===== src/rtl/dsp_handshake_sequencer.sv =====
// rtl/dsp_handshake_sequencer.sv - valid/ready flow control for a fixed-latency DSP48A1 pipeline
//
// Purpose: tracks which samples are in flight through the configured DSP48A1
// register stages. It drives one common clock enable to all of them and flags
// out_valid/out_last in the same cycle the matching result is on P.
//
// Ports:
//   clk, rst        clock; synchronous active-high reset
//   flush           discard every in-flight sample on the next edge
//   in_valid/in_last/in_ready    upstream handshake
//   dsp_ce          common CE for every DSP48A1 register stage
//   out_valid/out_last/out_ready downstream handshake on P
//   inflight        count of valid samples held in the stages (0..L)
//   burst_count     completed output bursts, wraps at 16'hFFFF
module dsp_handshake_sequencer #(
  parameter int A0REG = 0,
  parameter int A1REG = 1,
  parameter int B0REG = 0,
  parameter int B1REG = 1,
  parameter int DREG  = 1,
  parameter int MREG  = 1,
  parameter int PREG  = 1
) (
  input  logic        clk,
  input  logic        rst,
  input  logic        flush,
  input  logic        in_valid,
  input  logic        in_last,
  output logic        in_ready,
  output logic        dsp_ce,
  output logic        out_valid,
  output logic        out_last,
  input  logic        out_ready,
  output logic [2:0]  inflight,
  output logic [15:0] burst_count
);

  localparam int A_LAT  = A0REG + A1REG;
  localparam int B_LAT  = B0REG + B1REG;
  // D joins the B path through the pre-adder, so it also goes through B1REG.
  localparam int D_LAT  = DREG + B1REG;
  localparam int AB_LAT = (A_LAT > B_LAT) ? A_LAT : B_LAT;
  localparam int IN_LAT = (AB_LAT > D_LAT) ? AB_LAT : D_LAT;
  localparam int L      = IN_LAT + MREG + PREG;

  logic [15:0] burst_count_q, burst_count_d;

  generate
    if (L == 0) begin : g_bypass
      // No stages: the handshake passes straight through.
      assign dsp_ce    = 1'b1;
      assign in_ready  = out_ready & ~flush & ~rst;
      assign out_valid = in_valid;
      assign out_last  = in_last & in_valid;
      assign inflight  = 3'd0;
    end else begin : g_pipe
      logic [L-1:0] vld_q, vld_d;
      logic [L-1:0] lst_q, lst_d;
      logic [2:0]   inflight_q, inflight_d;
      logic         accept;

      // Stall only when P holds a result nobody takes. Bubbles still move.
      assign dsp_ce    = ~vld_q[L-1] | out_ready;
      assign in_ready  = dsp_ce & ~flush & ~rst;
      assign accept    = in_valid & in_ready;
      assign out_valid = vld_q[L-1];
      assign out_last  = lst_q[L-1] & vld_q[L-1];
      assign inflight  = inflight_q;

      always_comb begin
        vld_d      = vld_q;
        lst_d      = lst_q;
        inflight_d = 3'd0;
        if (flush) begin
          vld_d = '0;
          lst_d = '0;
        end else if (dsp_ce) begin
          vld_d[0] = accept;
          lst_d[0] = accept & in_last;
          for (int i = 1; i < L; i++) begin
            vld_d[i] = vld_q[i-1];
            lst_d[i] = lst_q[i-1];
          end
        end
        // Count from the next state so inflight agrees with vld_q in every cycle.
        for (int i = 0; i < L; i++) begin
          inflight_d = inflight_d + {2'b00, vld_d[i]};
        end
      end

      always_ff @(posedge clk) begin
        if (rst) begin
          vld_q      <= '0;
          lst_q      <= '0;
          inflight_q <= 3'd0;
        end else begin
          vld_q      <= vld_d;
          lst_q      <= lst_d;
          inflight_q <= inflight_d;
        end
      end
    end
  endgenerate

  // An output handshake during a flush cycle still completes its burst.
  always_comb begin
    burst_count_d = burst_count_q;
    if (out_valid && out_ready && out_last) begin
      burst_count_d = burst_count_q + 16'd1;
    end
  end

  always_ff @(posedge clk) begin
    if (rst) begin
      burst_count_q <= 16'd0;
    end else begin
      burst_count_q <= burst_count_d;
    end
  end

  assign burst_count = burst_count_q;

endmodule


===== config.mk =====
export PLATFORM = sky130hd
export DESIGN_NAME = dsp_handshake_sequencer
export DESIGN_NICKNAME = d
export VERILOG_FILES = /design/src/rtl/dsp_handshake_sequencer.sv
export SDC_FILE = /design/constraint.sdc
export NUM_CORES = 1
export LEC_CHECK = 0
export CORE_ASPECT_RATIO = 0.5
export CORE_MARGIN = 4
export CORE_UTILIZATION = 40
export CTS_CLUSTER_DIAMETER = 100
export DETAILED_ROUTE_END_ITERATION = 8
export PLACE_DENSITY = 0.74
export SYNTH_ARGS = -nofsm -noshare
export SYNTH_HDL_FRONTEND = slang
export SYNTH_SLANG_ARGS = --single-unit

===== constraint.sdc =====
create_clock -name clk -period 6.2 [get_ports clk]
set_input_delay 1.24 -clock clk [delete_from_list [all_inputs] [get_ports clk]]
set_output_delay 1.24 -clock clk [all_outputs]
set_load 0.05 [all_outputs]

# Word level (Yosys, flattened, before mapping)

Cells that the tools add are included.

$add $sub $neg: 4
Multipliers: 0
Div/mod/pow operators: 0
Order comparisons: 0
Equal/unequal tests: 0
Shifts and indexed selects: 0
Muxes and demuxes: 2
Bitwise operators: 9
Reductions and logical operators: 3

Operators with widths:

| cell                                                            | count |
|---|---|
| 16-bit by 1-bit adder with 16-bit output, second input constant | 1 |
| 4-bit two-way mux                                               | 2 |
| 1-bit bitwise AND                                               | 5 |
| 2-bit by 1-bit adder with 3-bit output                          | 1 |
| 3-bit by 1-bit adder with 3-bit output                          | 1 |
| 1-bit inverter                                                  | 3 |
| 1-bit by 1-bit adder with 2-bit output                          | 1 |
| 1-bit logical AND                                               | 2 |
| 2-bit OR reduction                                              | 1 |
| 1-bit bitwise OR                                                | 1 |

Bits in registers: 27
Bits in latches: 0
Memory bits (writable): 0
Bits in read-only memories: 0
Input bits: 6
Memories: 0

# Depth between registers and ports, before layout

Gate-level depths: netlist of the first run.

Word-level depth: 10
Gate-level depth with buffers: 10

# Least setup slack after synthesis of the first run

OpenSTA, ideal clock, no wires.

Path kind: input-to-reg
Start: input port out_ready
End: register g_pipe.inflight_q[1], in the netlist inflight[1]
Setup time: 128 ps
Arrival: 3555 ps
Required time: 6072 ps
Slack: 2517 ps
Stages: 10
Path buffers: 1
Cells stage by stage: nor2b_1 > clkbuf_1 > clkinv_1 > nand2_1 > o21ai_0 > nor2b_1 > fa_1 > ha_1 > ha_1 > nor2b_1

Longest elaborated chain between the ends: 9

Ends and longest elaborated chain:

| what                                     | RTL line | source |
|---|---|---|
| start, declared                          | 33       | `input logic out_ready,` |
| 1-bit bitwise OR *                       | 63       | `assign dsp_ce = ~vld_q[L-1] \| out_ready;` |
| via dsp_ce                               | 30       | `output logic dsp_ce,` |
| 1-bit bitwise AND (2 in series)          | 64       | `assign in_ready = dsp_ce & ~flush & ~rst;` |
| 1-bit bitwise AND                        | 65       | `assign accept = in_valid & in_ready;` |
| 4-bit two-way mux *                      | 77       | `end else if (dsp_ce) begin` |
| 4-bit two-way mux *                      | 74       | `if (flush) begin` |
| via g_pipe.vld_d[0]                      | 57       | `logic [L-1:0] vld_q, vld_d;` |
| 1-bit by 1-bit adder with 2-bit output * | 87       | `inflight_d = inflight_d + {2'b00, vld_d[i]};` |
| 2-bit by 1-bit adder with 3-bit output * | 87       |  |
| 3-bit by 1-bit adder with 3-bit output * | 87       |  |
| via g_pipe.inflight_d[1]                 | 59       | `logic [2:0] inflight_q, inflight_d;` |
| end signal, assigned                     | 99       | `inflight_q <= inflight_d;` |
| end, declared                            | 59       |  |

The timed path passes the listed nets; every way through them passes the cells marked *.
A chain may end at the register's enable or synchronous reset.

# Worst setup path in the final report of the first run

Start: input port rst
End: output port in_ready

Longest elaborated chain between the ends: 2

Ends and longest elaborated chain:

| what              | RTL line | source |
|---|---|---|
| start, declared   | 25       | `input logic rst,` |
| 1-bit inverter    | 64       |  |
| 1-bit bitwise AND | 64       |  |
| end, declared     | 29       | `output logic in_ready,` |

Every way passes these cells.

==> qor.yml, run 1 <==
clock_tree:
  cts_resized: 0
  cts_max_path_buffers: 2
  numCtsBuffers: 3
  htree_levels: 1
  clk_latency_ns: 0.27
  cts_tree: "built"
  clockRootBuffer: "clkbuf_8"
  cts_setup_buffers: 0
  hold_buffers: 0
  cts_sinks: 27
  clk_pin_slew_ns: 0.08
pwr:
  p_int_w: 0.000226
  ir_worst_vdd_v: 0.0000799
  sw_frac_of_total_pct: 20.3
  power_density_nw_per_um2: 185
  power_frac_comb_pct: 4.8
  p_seq_share_pct: 61.6
  switchingPower_w: 0.0000576
  p_clk_share_pct: 33.6
  p_leak_nw: 0.552
synthesis:
  synthMostInstantiatedCell: "dfxtp_1"
  netlist_instances: 134
  synth_edf_count: 0
  ys_seq_elements: 27
  synth.distinct_cells: 31
  synth_top_area_cell: "dfxtp_1"
  synth_area_leaders: "dfxtp_1 (46%), nor2_1 (6.7%), a21oi_1 (4.2%)"
  synthFlopType: "dfxtp_1"
  synth_warnings: 0
  synth.top_cell.area_share_pct: 45.7
  syn_avg_cell_area_um2: 8.82
  ys_seq_area_share_pct: 45.7
  synth_common_cells: "dfxtp_1 (27), nor2_1 (21), nand2_1 (12)"
  ys_async_sr_fraction_pct: 0
  syn_nets: 144
  netlist_area_um2: 1180
die:
  start_util_pct: 43.8
  io_pins: 29
  fp.dieArea_um2: 3940
  die_h_um: 46.4
  fp.coreArea_um2: 2700
  die_x_um: 84.9
  row_count: 13
drt:
  wl_per_cell_um: 11.4
  drt_iter0_markers: 40
  drtAntennaViolNets: 0
  via_per_inst: 4.89
  route.detailed.drc: 0
  wirelength_mm: 2.26
  vias: 968
  first_pass_iters: 4
critical_path:
  r2r_slack_ns: 3.30
  end_kind: "output pin"
  worstPathMaxFanout: 22
  worstPathRequired_ns: 4.96
  ff2ff_path_depth: 9
  crit_path_start_kind: "input pin"
  critPathKind: "in2out"
  arrival_ns: 3.49
global_route:
  gr-total-overflow: 0
  grt_pass1_wl_mm: 3.79
  gr-usage-all-layers_pct: 12.2
  first_global_vias: 867
  grt_max_degree: 23
  antenna_found_initial: 0
timing:
  tightest_slew_ns: 0.726
  period_minus_slack_ns: 4.73
  rsz0062_at_grt: "no"
  skew_ns: 0.00593
  drv_slew: 0
  slew_headroom_pct: 51.4
  whs_ns: 0.462
  setup_viol: 0
  fin_crit_sh_pct: 76.3
  max_freq_mhz: 211
  finalHoldViolCount: 0
  setup_tns_ns: 0
status:
  status: "finished, final reports clean"
placement:
  dp.final_hpwl_mm: 1.71
  portBuffers: 28
  place.gp.congestion: 0.761
layout:
  antenna_cells: 0
  syn_to_final_growth_pct: 29.8
  drive_gt1_share_pct: 6.83
  finalNetCount: 172
job:
  maxCapViolCount: 0
worst_hold_path:
  hp-class: "reg2reg"
  min_path_cells: 2
## layout by cell type (no fill, tap or decap), drive strengths merged, types with 5 or more instances in the layout
master	Yosys	routed
or3	5	5
nand3	5	5
clkdlybuf4s50	0	28
nor2	21	21
xor2	5	5
nand2	12	12
nor2b	6	6
a21oi	10	10
nand4	7	7
dfxtp	27	27
o21ai	5	5
## worst max-delay path: stages
cell and delay (ns):
clkdlybuf4s50_1 0.78, or2_2 0.55, nor2_1 0.11, clkdlybuf4s50_1 0.80
## metrics by stage
step | total power [W] | setup slack, ns | cell area, um^2 | util, % | std cells
floorplan | 0.000186 | 2.52 | 1180 | - | 134
global placement | 0.000192 | 1.46 | 1490 | 55.2 | 194
detailed placement | 0.000192 | 1.47 | 1490 | 55.2 | 194
CTS | 0.000287 | 1.46 | 1540 | 56.9 | 198
global route | 0.000294 | 1.32 | 1540 | 56.9 | 198
finish | 0.000283 | 1.47 | 1540 | 56.9 | 198
## power groups by stage
stage	clock (W)	sequential (W)	combinational, W
finish	0.0000951	0.000175	0.0000136
global route	0.000105	0.000175	0.0000149
CTS	0.0000983	0.000175	0.0000137
detailed placement	0	0.000179	0.0000135
global placement	0	0.000179	0.0000135
floorplan	0	0.000180	0.00000634
## path summary, 6_finish.rpt
check,from,endpoint
hold reg to reg,g_pipe.lst_q[0],g_pipe.lst_q[0]
setup reg to reg,g_pipe.vld_q[3],inflight[1]
setup / recovery,rst,in_ready
hold / removal,g_pipe.lst_q[0],g_pipe.lst_q[0]
## state kept, by name (all words and copies together) (netlist names)
name          count
burst_count      16
g_pipe.vld_q      4
inflight          3
g_pipe.lst_q      4
## layout make-up
| class | count | area [um^2] |
|---|---|---|
| Multi-Input combinational cell | 100 | 616 |
| Sequential cell | 27 | 541 |
| Tap cell | 37 | 46.3 |
| Inverter | 2 | 7.51 |
| Timing Repair Buffer | 28 | 280 |
| Clock buffer | 4 | 45.0 |
| Fill cell | 255 | 1160 |
## cells by family (layout without fill, tap and decap cells)
logic type / count (synthesis) / count (layout) / synth area share (%)
fa+ha+maj: 4 / 4 / 4.87
compound gates: 16 / 16 / 7.09
mux: 4 / 4 / 3.49
flops: 27 / 27 / 45.7
simple gates: 67 / 67 / 29.9
xor+xnor: 9 / 9 / 6.67
buf+inv: 7 / 34 / 2.22
## metal layers
layer	GRT usage, %	routed length [um]	vias to the layer above
met5	0	0	-
met4	3.79	19	0
met3	2.86	79	2
met2	24.3	1140	13
met1	13.4	1020	442
li1	-	-	511
Power figures use the tool's default switching activity.
==> run 2: changes to the inputs <==
- clock period: 6.2 -> 4.65 ns (I/O delays scaled with it)
==> qor.yml, run 2 (synthesis results as in run 1) <==
timing:
  setup_tns_ns: 0
  setup_viol: 0
  skew_ns: 0.00435
  max_freq_mhz: 257
  tightest_slew_ns: 0.569
  slew_headroom_pct: 62.0
  fin_crit_sh_pct: 83.5
  finalHoldViolCount: 0
  rsz0062_at_grt: "no"
  period_minus_slack_ns: 3.88
  drv_slew: 0
layout:
  drive_gt1_share_pct: 8.02
  largest_reg_flops: 16
  final_util_pct: 57.2
  final_cell_mix: "clkdlybuf4s50_1 (28), dfxtp_1 (27), nor2_1 (21), nand2_1 (12), a21oi_1 (10)"
  mostFrequentLayoutCell: "clkdlybuf4s50_1"
  finalNetCount: 173
  antenna_cells: 0
  n_fill_cell: 257
  syn_to_final_growth_pct: 30.6
global_route:
  gr-total-overflow: 0
  gr-usage-all-layers_pct: 11.9
  grt_pass1_wl_mm: 3.64
  first_global_vias: 827
  grt_max_degree: 22
  antenna_found_initial: 0
critical_path:
  worstPathCellList: "clkdlybuf4s50_1 -> nor2b_1 -> clkinv_1 -> clkdlybuf4s50_1"
  arrival_ns: 2.95
  crit_path_start_kind: "input pin"
  worstPathMaxFanout: 9
  critPathTopFamily: "buffers and inverters"
  r2r_slack_ns: 1.89
  cp_slowest_stage_delay_ns: 0.78
  critPathKind: "in2out"
  worstPathRequired_ns: 3.72
  crit_slowest_cell: "clkdlybuf4s50_1"
  crit_buf_inv: 3
  critical_path.most_common_cell: "clkdlybuf4s50_1"
  end_kind: "output pin"
die:
  row_count: 13
  start_util_pct: 43.8
  fp.coreArea_um2: 2700
  die_h_um: 46.4
  die_x_um: 84.9
  fp.dieArea_um2: 3940
  io_pins: 29
clock_tree:
  cts_sinks: 27
  clk_pin_slew_ns: 0.08
  cts_tree: "built"
  cts_resized: 0
  htree_levels: 1
  hold_buffers: 0
  clockRootBuffer: "clkbuf_8"
  numCtsBuffers: 3
  cts_max_path_buffers: 2
  cts_setup_buffers: 0
  clk_latency_ns: 0.27
drt:
  via_per_inst: 4.88
  vias: 972
  first_pass_iters: 4
  route.detailed.drc: 0
  wl_per_cell_um: 11.2
  drt_iter0_markers: 47
  drtAntennaViolNets: 0
  wirelength_mm: 2.23
status:
  status: "finished, final reports clean"
pwr:
  sw_frac_of_total_pct: 21.1
  power_frac_comb_pct: 4.9
  p_int_w: 0.000300
  p_leak_nw: 0.559
  switchingPower_w: 0.0000803
  p_seq_share_pct: 61.2
  ir_worst_vdd_v: 0.000154
  p_clk_share_pct: 33.9
  power_density_nw_per_um2: 247
placement:
  portBuffers: 28
  dp.final_hpwl_mm: 1.69
  place.gp.congestion: 0.764
job:
  maxCapViolCount: 0
worst_hold_path:
  hp-class: "reg2reg"
-- run 2: cell types whose count changed in the layout (fill, tap and decap cells not counted) --
cell,delta
clkbuf_1,-1
clkinv_2,+1
buf_4,+1
-- run 2: layout make-up --
type                            count  area, um^2  share of cell area [%]
Clock inverter                      1        5.00                   0.324
Sequential cell                    27         541                    35.0
Timing Repair Buffer               29         288                    18.6
Multi-Input combinational cell    100         616                    39.9
Tap cell                           37        46.3                    3.00
Clock buffer                        3        41.3                    2.67
Inverter                            2        7.51                   0.486
-- run 2: path summary, 6_finish.rpt --
check,startpoint,end,depth (start not counted)
max,out_ready,dsp_ce,4
min,g_pipe.lst_q[2],g_pipe.lst_q[2],2
max reg2reg,g_pipe.vld_q[3],inflight[1],9
min reg2reg,g_pipe.lst_q[2],g_pipe.lst_q[2],2
-- run 2: worst min-delay path: cells and delay by family (launching register included) --
| family | cells | cell delay [ns] |
|---|---|---|
| flops | 1 | 0.32 |
| simple gates | 1 | 0.05 |
| compound gates | 1 | 0.05 |
-- run 2: through the flow --
step	worst slack, ns	hold slack, ns	total power (W)	instances	instance area, um^2
after floorplan	1.28	0.432	0.000249	134	1180
after global placement	0.774	0.452	0.000257	195	1500
after detailed placement	0.764	0.448	0.000257	195	1500
after CTS	0.749	0.462	0.000386	199	1540
after global routing	0.517	0.494	0.000395	199	1540
final	0.766	0.458	0.000381	199	1540
-- run 2: per-layer routing --
layer	up-vias	global-route usage, %	part of all wire [%]
met5	-	0	0
met3	4	3.39	4.3
met4	0	4.73	1.3
met1	443	14.2	46
li1	508	-	-
met2	17	20.8	49
-- run 2: power by group through the flow --
stage	logic (W)	clock network [W]	registers [W]
finish	0.0000187	0.000129	0.000233
global route	0.0000205	0.000142	0.000233
CTS	0.0000190	0.000135	0.000233
detailed placement	0.0000189	0	0.000238
global placement	0.0000189	0	0.000238
floorplan	0.00000845	0	0.000240
